### src/rtl/multu_hilo_if.sv
// multu_hilo_if: bundle between the execute stage and the MultU/HI-LO unit.
//   master: drives start, op_a, op_b, mf_req, mf_sel; observes the results
//   slave : the unit; drives mf_data, hi, lo, busy, done, stall
interface multu_hilo_if #(parameter int WIDTH = 32);
   logic             start;
   logic [WIDTH-1:0] op_a;
   logic [WIDTH-1:0] op_b;
   logic             mf_req;
   logic             mf_sel;
   logic [WIDTH-1:0] mf_data;
   logic [WIDTH-1:0] hi;
   logic [WIDTH-1:0] lo;
   logic             busy;
   logic             done;
   logic             stall;
   modport master (output start, op_a, op_b, mf_req, mf_sel,
                   input mf_data, hi, lo, busy, done, stall);
   modport slave (input start, op_a, op_b, mf_req, mf_sel,
                  output mf_data, hi, lo, busy, done, stall);
endinterface

### src/rtl/multu_hilo_unit.sv
// multu_hilo_unit: iterative radix-2 unsigned multiplier owning the HI/LO pair.
//   clk, rst : clock, synchronous active-high reset
//   s        : multu_hilo_if slave (start/op_a/op_b issue, mf_req/mf_sel reads,
//              mf_data/hi/lo results, busy/done status, stall to the pipeline)
//   Define MULTU_EARLY_OUT_EN to commit as soon as the remaining multiplier is zero.
module multu_hilo_unit #(
   parameter int WIDTH = 32,
   parameter int CNT_W = 6
) (
   input logic           clk,
   input logic           rst,
   multu_hilo_if.slave   s
);
   typedef enum logic [1:0] {IDLE, BUSY, DONE} state_t;
   state_t               state, state_n;
   logic [2*WIDTH-1:0]   mcand, acc, acc_n;
   logic [WIDTH-1:0]     mplier, hi, lo;
   logic [CNT_W-1:0]     cnt;
   logic                 last;
   assign acc_n = mplier[0] ? acc + mcand : acc;
`ifdef MULTU_EARLY_OUT_EN
   // nothing left to add once the shifted multiplier runs out of ones
   assign last = (mplier >> 1) == '0 || cnt == CNT_W'(WIDTH - 1);
`else
   assign last = cnt == CNT_W'(WIDTH - 1);
`endif
   always_ff @(posedge clk)
      state <= rst ? IDLE : state_n;
   // IDLE and DONE behave alike: start launches, otherwise settle in IDLE
   always_comb begin
      state_n = state;
      state_n = state == BUSY ? (last ? DONE : BUSY) : (s.start ? BUSY : IDLE);
   end
   always_ff @(posedge clk) begin
      if (rst) begin
         mcand  <= '0;
         mplier <= '0;
         acc    <= '0;
         cnt    <= '0;
         hi     <= '0;
         lo     <= '0;
      end else if (state != BUSY) begin
         if (s.start) begin
            mcand  <= {{WIDTH{1'b0}}, s.op_a};
            mplier <= s.op_b;
            acc    <= '0;
            cnt    <= '0;
         end
      end else begin
         acc    <= acc_n;
         mcand  <= mcand << 1;
         mplier <= mplier >> 1;
         cnt    <= cnt + 1'b1;
         if (last) {hi, lo} <= acc_n;
      end
   end
   assign s.hi      = hi;
   assign s.lo      = lo;
   assign s.mf_data = s.mf_sel ? hi : lo;
   assign s.busy    = state == BUSY;
   assign s.done    = state == DONE;
   assign s.stall   = s.busy & (s.mf_req | s.start);
endmodule
### src/flat_wrapper.sv
// flat-port wrapper written by rule: the top's interface ports become plain ports
module multu_hilo_unit_flat 
#(
   parameter int WIDTH = 32,
   parameter int CNT_W = 6
)
  (clk, rst, s_start, s_op_a, s_op_b, s_mf_req, s_mf_sel, s_mf_data, s_hi, s_lo, s_busy, s_done, s_stall);
  multu_hilo_if #(.WIDTH(WIDTH)) s_i ();
  input logic clk;
  input logic rst;
  input wire logic [$bits(s_i.start)-1:0] s_start;
  input wire logic [$bits(s_i.op_a)-1:0] s_op_a;
  input wire logic [$bits(s_i.op_b)-1:0] s_op_b;
  input wire logic [$bits(s_i.mf_req)-1:0] s_mf_req;
  input wire logic [$bits(s_i.mf_sel)-1:0] s_mf_sel;
  output wire logic [$bits(s_i.mf_data)-1:0] s_mf_data;
  output wire logic [$bits(s_i.hi)-1:0] s_hi;
  output wire logic [$bits(s_i.lo)-1:0] s_lo;
  output wire logic [$bits(s_i.busy)-1:0] s_busy;
  output wire logic [$bits(s_i.done)-1:0] s_done;
  output wire logic [$bits(s_i.stall)-1:0] s_stall;
  assign s_i.start = s_start;
  assign s_i.op_a = s_op_a;
  assign s_i.op_b = s_op_b;
  assign s_i.mf_req = s_mf_req;
  assign s_i.mf_sel = s_mf_sel;
  assign s_mf_data = s_i.mf_data;
  assign s_hi = s_i.hi;
  assign s_lo = s_i.lo;
  assign s_busy = s_i.busy;
  assign s_done = s_i.done;
  assign s_stall = s_i.stall;
  multu_hilo_unit #(.WIDTH(WIDTH), .CNT_W(CNT_W)) u_core (.clk(clk), .rst(rst), .s(s_i));
endmodule
### config.mk
export PLATFORM = sky130hd
export DESIGN_NAME = multu_hilo_unit_flat
export DESIGN_NICKNAME = d
export VERILOG_FILES = /design/src/rtl/multu_hilo_if.sv /design/src/rtl/multu_hilo_unit.sv /design/src/flat_wrapper.sv
export SDC_FILE = /design/constraint.sdc
export NUM_CORES = 1
export LEC_CHECK = 0
export CAP_MARGIN = 20
export CORE_MARGIN = 2
export CORE_UTILIZATION = 56
export DETAILED_ROUTE_END_ITERATION = 10
export GPL_ROUTABILITY_DRIVEN = 0
export HOLD_SLACK_MARGIN = 0.12
export PLACE_DENSITY = 0.8
export SLEW_MARGIN = 25
export SYNTH_ARGS = -nofsm -noshare
export SYNTH_HDL_FRONTEND = slang
export SYNTH_SLANG_ARGS = --single-unit
### constraint.sdc
create_clock -name clk -period 6.6 [get_ports clk]
set_clock_uncertainty 0.05 [all_clocks]
set_input_delay 1.32 -clock clk [delete_from_list [all_inputs] [get_ports clk]]
set_output_delay 1.32 -clock clk [all_outputs]
set_load 0.05 [all_outputs]
==> metrics.txt <==
outcome complete, no violations; crit path launch s_mf_sel; CP max FO 32; fin crit period 4.610 ns; Max Clock Freq 216.9 MHz; num ports 168; Tot GR Track Use 0.3172; period utilization 0.6985; Required @ worst endpoint 5.23 ns; CTS sink cnt 232; FP Rows 57; syn avg cell area 8.073 um2; clk_lat worst skew 0.54 ns; CTS Buf Count 25; layout cells sized above 1 0.07258; post_cts resized 0; initial detailed-routing violation count 1349; CTS clk-pin slew, worst paths 0.06 ns; fin nets 1923; syn_nets 1847; Fill cells 1997; worst setup margin 1.990 ns; Yosys cell types 79; vias in the first global route 12.40k; Hold Slack 0.4259 ns; Hold Path Class reg -> reg; hold path start u_core.s.lo[20]$_SDFFE_PP0P_; Buffers on Ports 167; antenna diode count 0; r2r startpoint u_core.mcand[0]$_SDFFE_PP0P_; ys async rst share 0; startpoint class of the critical path input pin; post-detailed-routing wire length 42260 um; pre-CTS setup slack 1.977 ns; Max-cap violations 0; initial core utilization 0.5703; TNS Setup 0 ns; initial antenna violation count 0; synthesized cell area 13830 um2; Arr. time, crit path 3.24 ns; pin count of the biggest net entering global routing 115; total gr overflow 0; via count 13.41k; sequential share of the synthesized area 0.3358; Die H 161.2 um; clock tree buffer depth 3; root buffer cell clkbuf_16; cells after synthesis 1713; RSZ-0062 raised after global routing false; pwr/cell area 196.1 nW/um2; Max Slew Vio Count 0; core area 24250 um2; leakage 0.006700 uW; Ys Warns 0; area grow syn2layout 17.81%; Setup violations, final 0; DR vias/cell 6.298; FF+latch count, synth 232; Slew headroom 0.2632; Max VDD drop 0.0001992 V; wire per inst 19.85 um; number of synthesized flops with an enable pin 0; post-CTS setup buffer count 0; die width 161.2 um; Fin. Hold Viols 0; predominant post-synthesis flop cell dfxtp_1; slew at the pin closest to its max-slew limit 1.105 ns; Hold-fix buffers, CTS 0; number of remaining DRC errors 0; total die area 25970 um2; hpwl dp 29550 um; CP Capture Type primary output; 1st-pass router iterations 7; CTS tree yes; Antenna Violating Nets Remaining 0; CTS H-tree depth 1; first-pass GRT wire length 66580 um; CP Class in -> out
==> synth_stat cells, types with 5 or more instances <==
library cell,instances,share of area
nand2_1,131,0.036
nand4_1,31,0.014
a22oi_1,11,0.0060
a221oi_2,5,0.0054
or3_1,15,0.0068
a21oi_2,5,0.0032
o21ai_1,6,0.0022
inv_1,28,0.0076
a31oi_1,14,0.0063
xor2_1,15,0.0095
clkbuf_1,100,0.027
dfxtp_1,232,0.34
a21oi_1,205,0.074
o21a_1,13,0.0071
a211oi_1,77,0.042
nor2b_1,8,0.0036
mux2i_1,74,0.054
o21bai_1,21,0.011
mux2_2,47,0.038
nand2b_1,6,0.0027
xnor2_1,31,0.020
ha_1,64,0.058
and3_1,61,0.028
and2_1,8,0.0036
buf_1,19,0.0052
nand3_1,19,0.0069
nor2_1,214,0.058
buf_2,11,0.0040
a21o_1,39,0.021
o211ai_1,9,0.0049
o21ai_0,86,0.031
nor3_1,30,0.011
==> flip-flops by register name, summed over array words and instances (netlist names) <==
name	count
u_core.s.hi	32
u_core.mcand	64
u_core.mplier	32
u_core.cnt	6
u_core.s.lo	32
u_core.acc	64
u_core.state	2
==> final timing paths <==
| check | end | slack (ns) | depth (start not counted) |
|---|---|---|---|
| setup reg to reg | u_core.s.hi[20]$_SDFFE_PP0P_ | 2.89 | 11 |
| setup / recovery | s_mf_data[11] | 1.99 | 4 |
| hold / removal | u_core.s.lo[20]$_SDFFE_PP0P_ | 0.43 | 2 |
| hold reg to reg | u_core.s.lo[20]$_SDFFE_PP0P_ | 0.43 | 2 |
==> critical path: stages <==
cell             delay, ns
clkdlybuf4s50_1       0.45
buf_4                 0.36
mux2_2                0.40
clkdlybuf4s50_1       0.70
==> cell type report <==
cell class,instances,area (um2),area share
Multi-Input combinational cell,1322,8583,0.5268
Sequential cell,232,4646,0.2851
Timing Repair Buffer,179,1764,0.1083
Clock buffer,36,696.9,0.04277
Tap cell,324,405.4,0.02488
Inverter,29,108.9,0.006681
Clock inverter,7,88.84,0.005452
==> routing by layer <==
metal  track usage  part of all wire
met5             0                 0
met4        0.1388             0.045
met3       0.07370             0.098
met2        0.5041              0.44
met1        0.4134              0.41
==> metrics by stage <==
| stage | std cells | cell area (um2) | power, uW | util |
|---|---|---|---|---|
| floorplan | 1713 | 13830 | 1731 | - |
| global placement | 2086 | 15500 | 1834 | 0.6394 |
| detailed placement | 2086 | 15500 | 1843 | 0.6394 |
| CTS | 2129 | 16290 | 3202 | 0.6718 |
| global route | 2129 | 16290 | 3305 | 0.6719 |
| finish | 2129 | 16290 | 3195 | 0.6719 |
==> kinds of logic (layout without fill, tap and decap cells) <==
logic type                 count (synthesis)  in the layout  synth area share
DFF                                      232            232            0.3358
muxes                                    123            123           0.09373
AOI/OAI and AO/OA                        549            549            0.2587
xor gates and xnor gates                  46             46           0.02913
buffers and inverters                    159            251           0.04415
and+or+nand+nor                          539            539            0.1791
adders and majority gates                 65             65           0.05935
==> where the power goes <==
group | switching [uW] | internal (uW)
sequential | 34.5 | 1440
combinational | 210 | 136
clock | 567 | 807
==> cell usage in the layout (no fill, tap or decap), types with 4 or more instances in the layout <==
master | netlist | final
mux2_2 | 47 | 47
clkbuf_1 | 100 | 8
o211ai_1 | 9 | 9
nand2b_1 | 6 | 5
buf_4 | 0 | 12
nand4_1 | 31 | 31
nand2_1 | 131 | 131
inv_1 | 28 | 26
ha_1 | 64 | 64
a32oi_1 | 4 | 4
or3_1 | 15 | 15
a22oi_1 | 11 | 11
or4_1 | 4 | 4
a32o_1 | 4 | 4
a211oi_1 | 77 | 77
o21bai_1 | 21 | 21
a21oi_1 | 205 | 205
o21ai_1 | 6 | 6
clkinv_2 | 0 | 4
o21ai_0 | 86 | 86
clkbuf_16 | 0 | 25
a31oi_1 | 14 | 14
and3_1 | 61 | 61
o21a_1 | 13 | 13
a21oi_2 | 5 | 5
a221oi_2 | 5 | 5
clkdlybuf4s50_1 | 0 | 165
nand3_1 | 19 | 19
xor2_1 | 15 | 15
nor2_1 | 214 | 214
a311oi_1 | 4 | 4
a21o_1 | 39 | 39
mux2i_1 | 74 | 74
xnor2_1 | 31 | 31
and2_1 | 8 | 8
dfxtp_1 | 232 | 231
nor3_1 | 30 | 30
nor2b_1 | 8 | 8
Power figures use the tool's default switching activity.
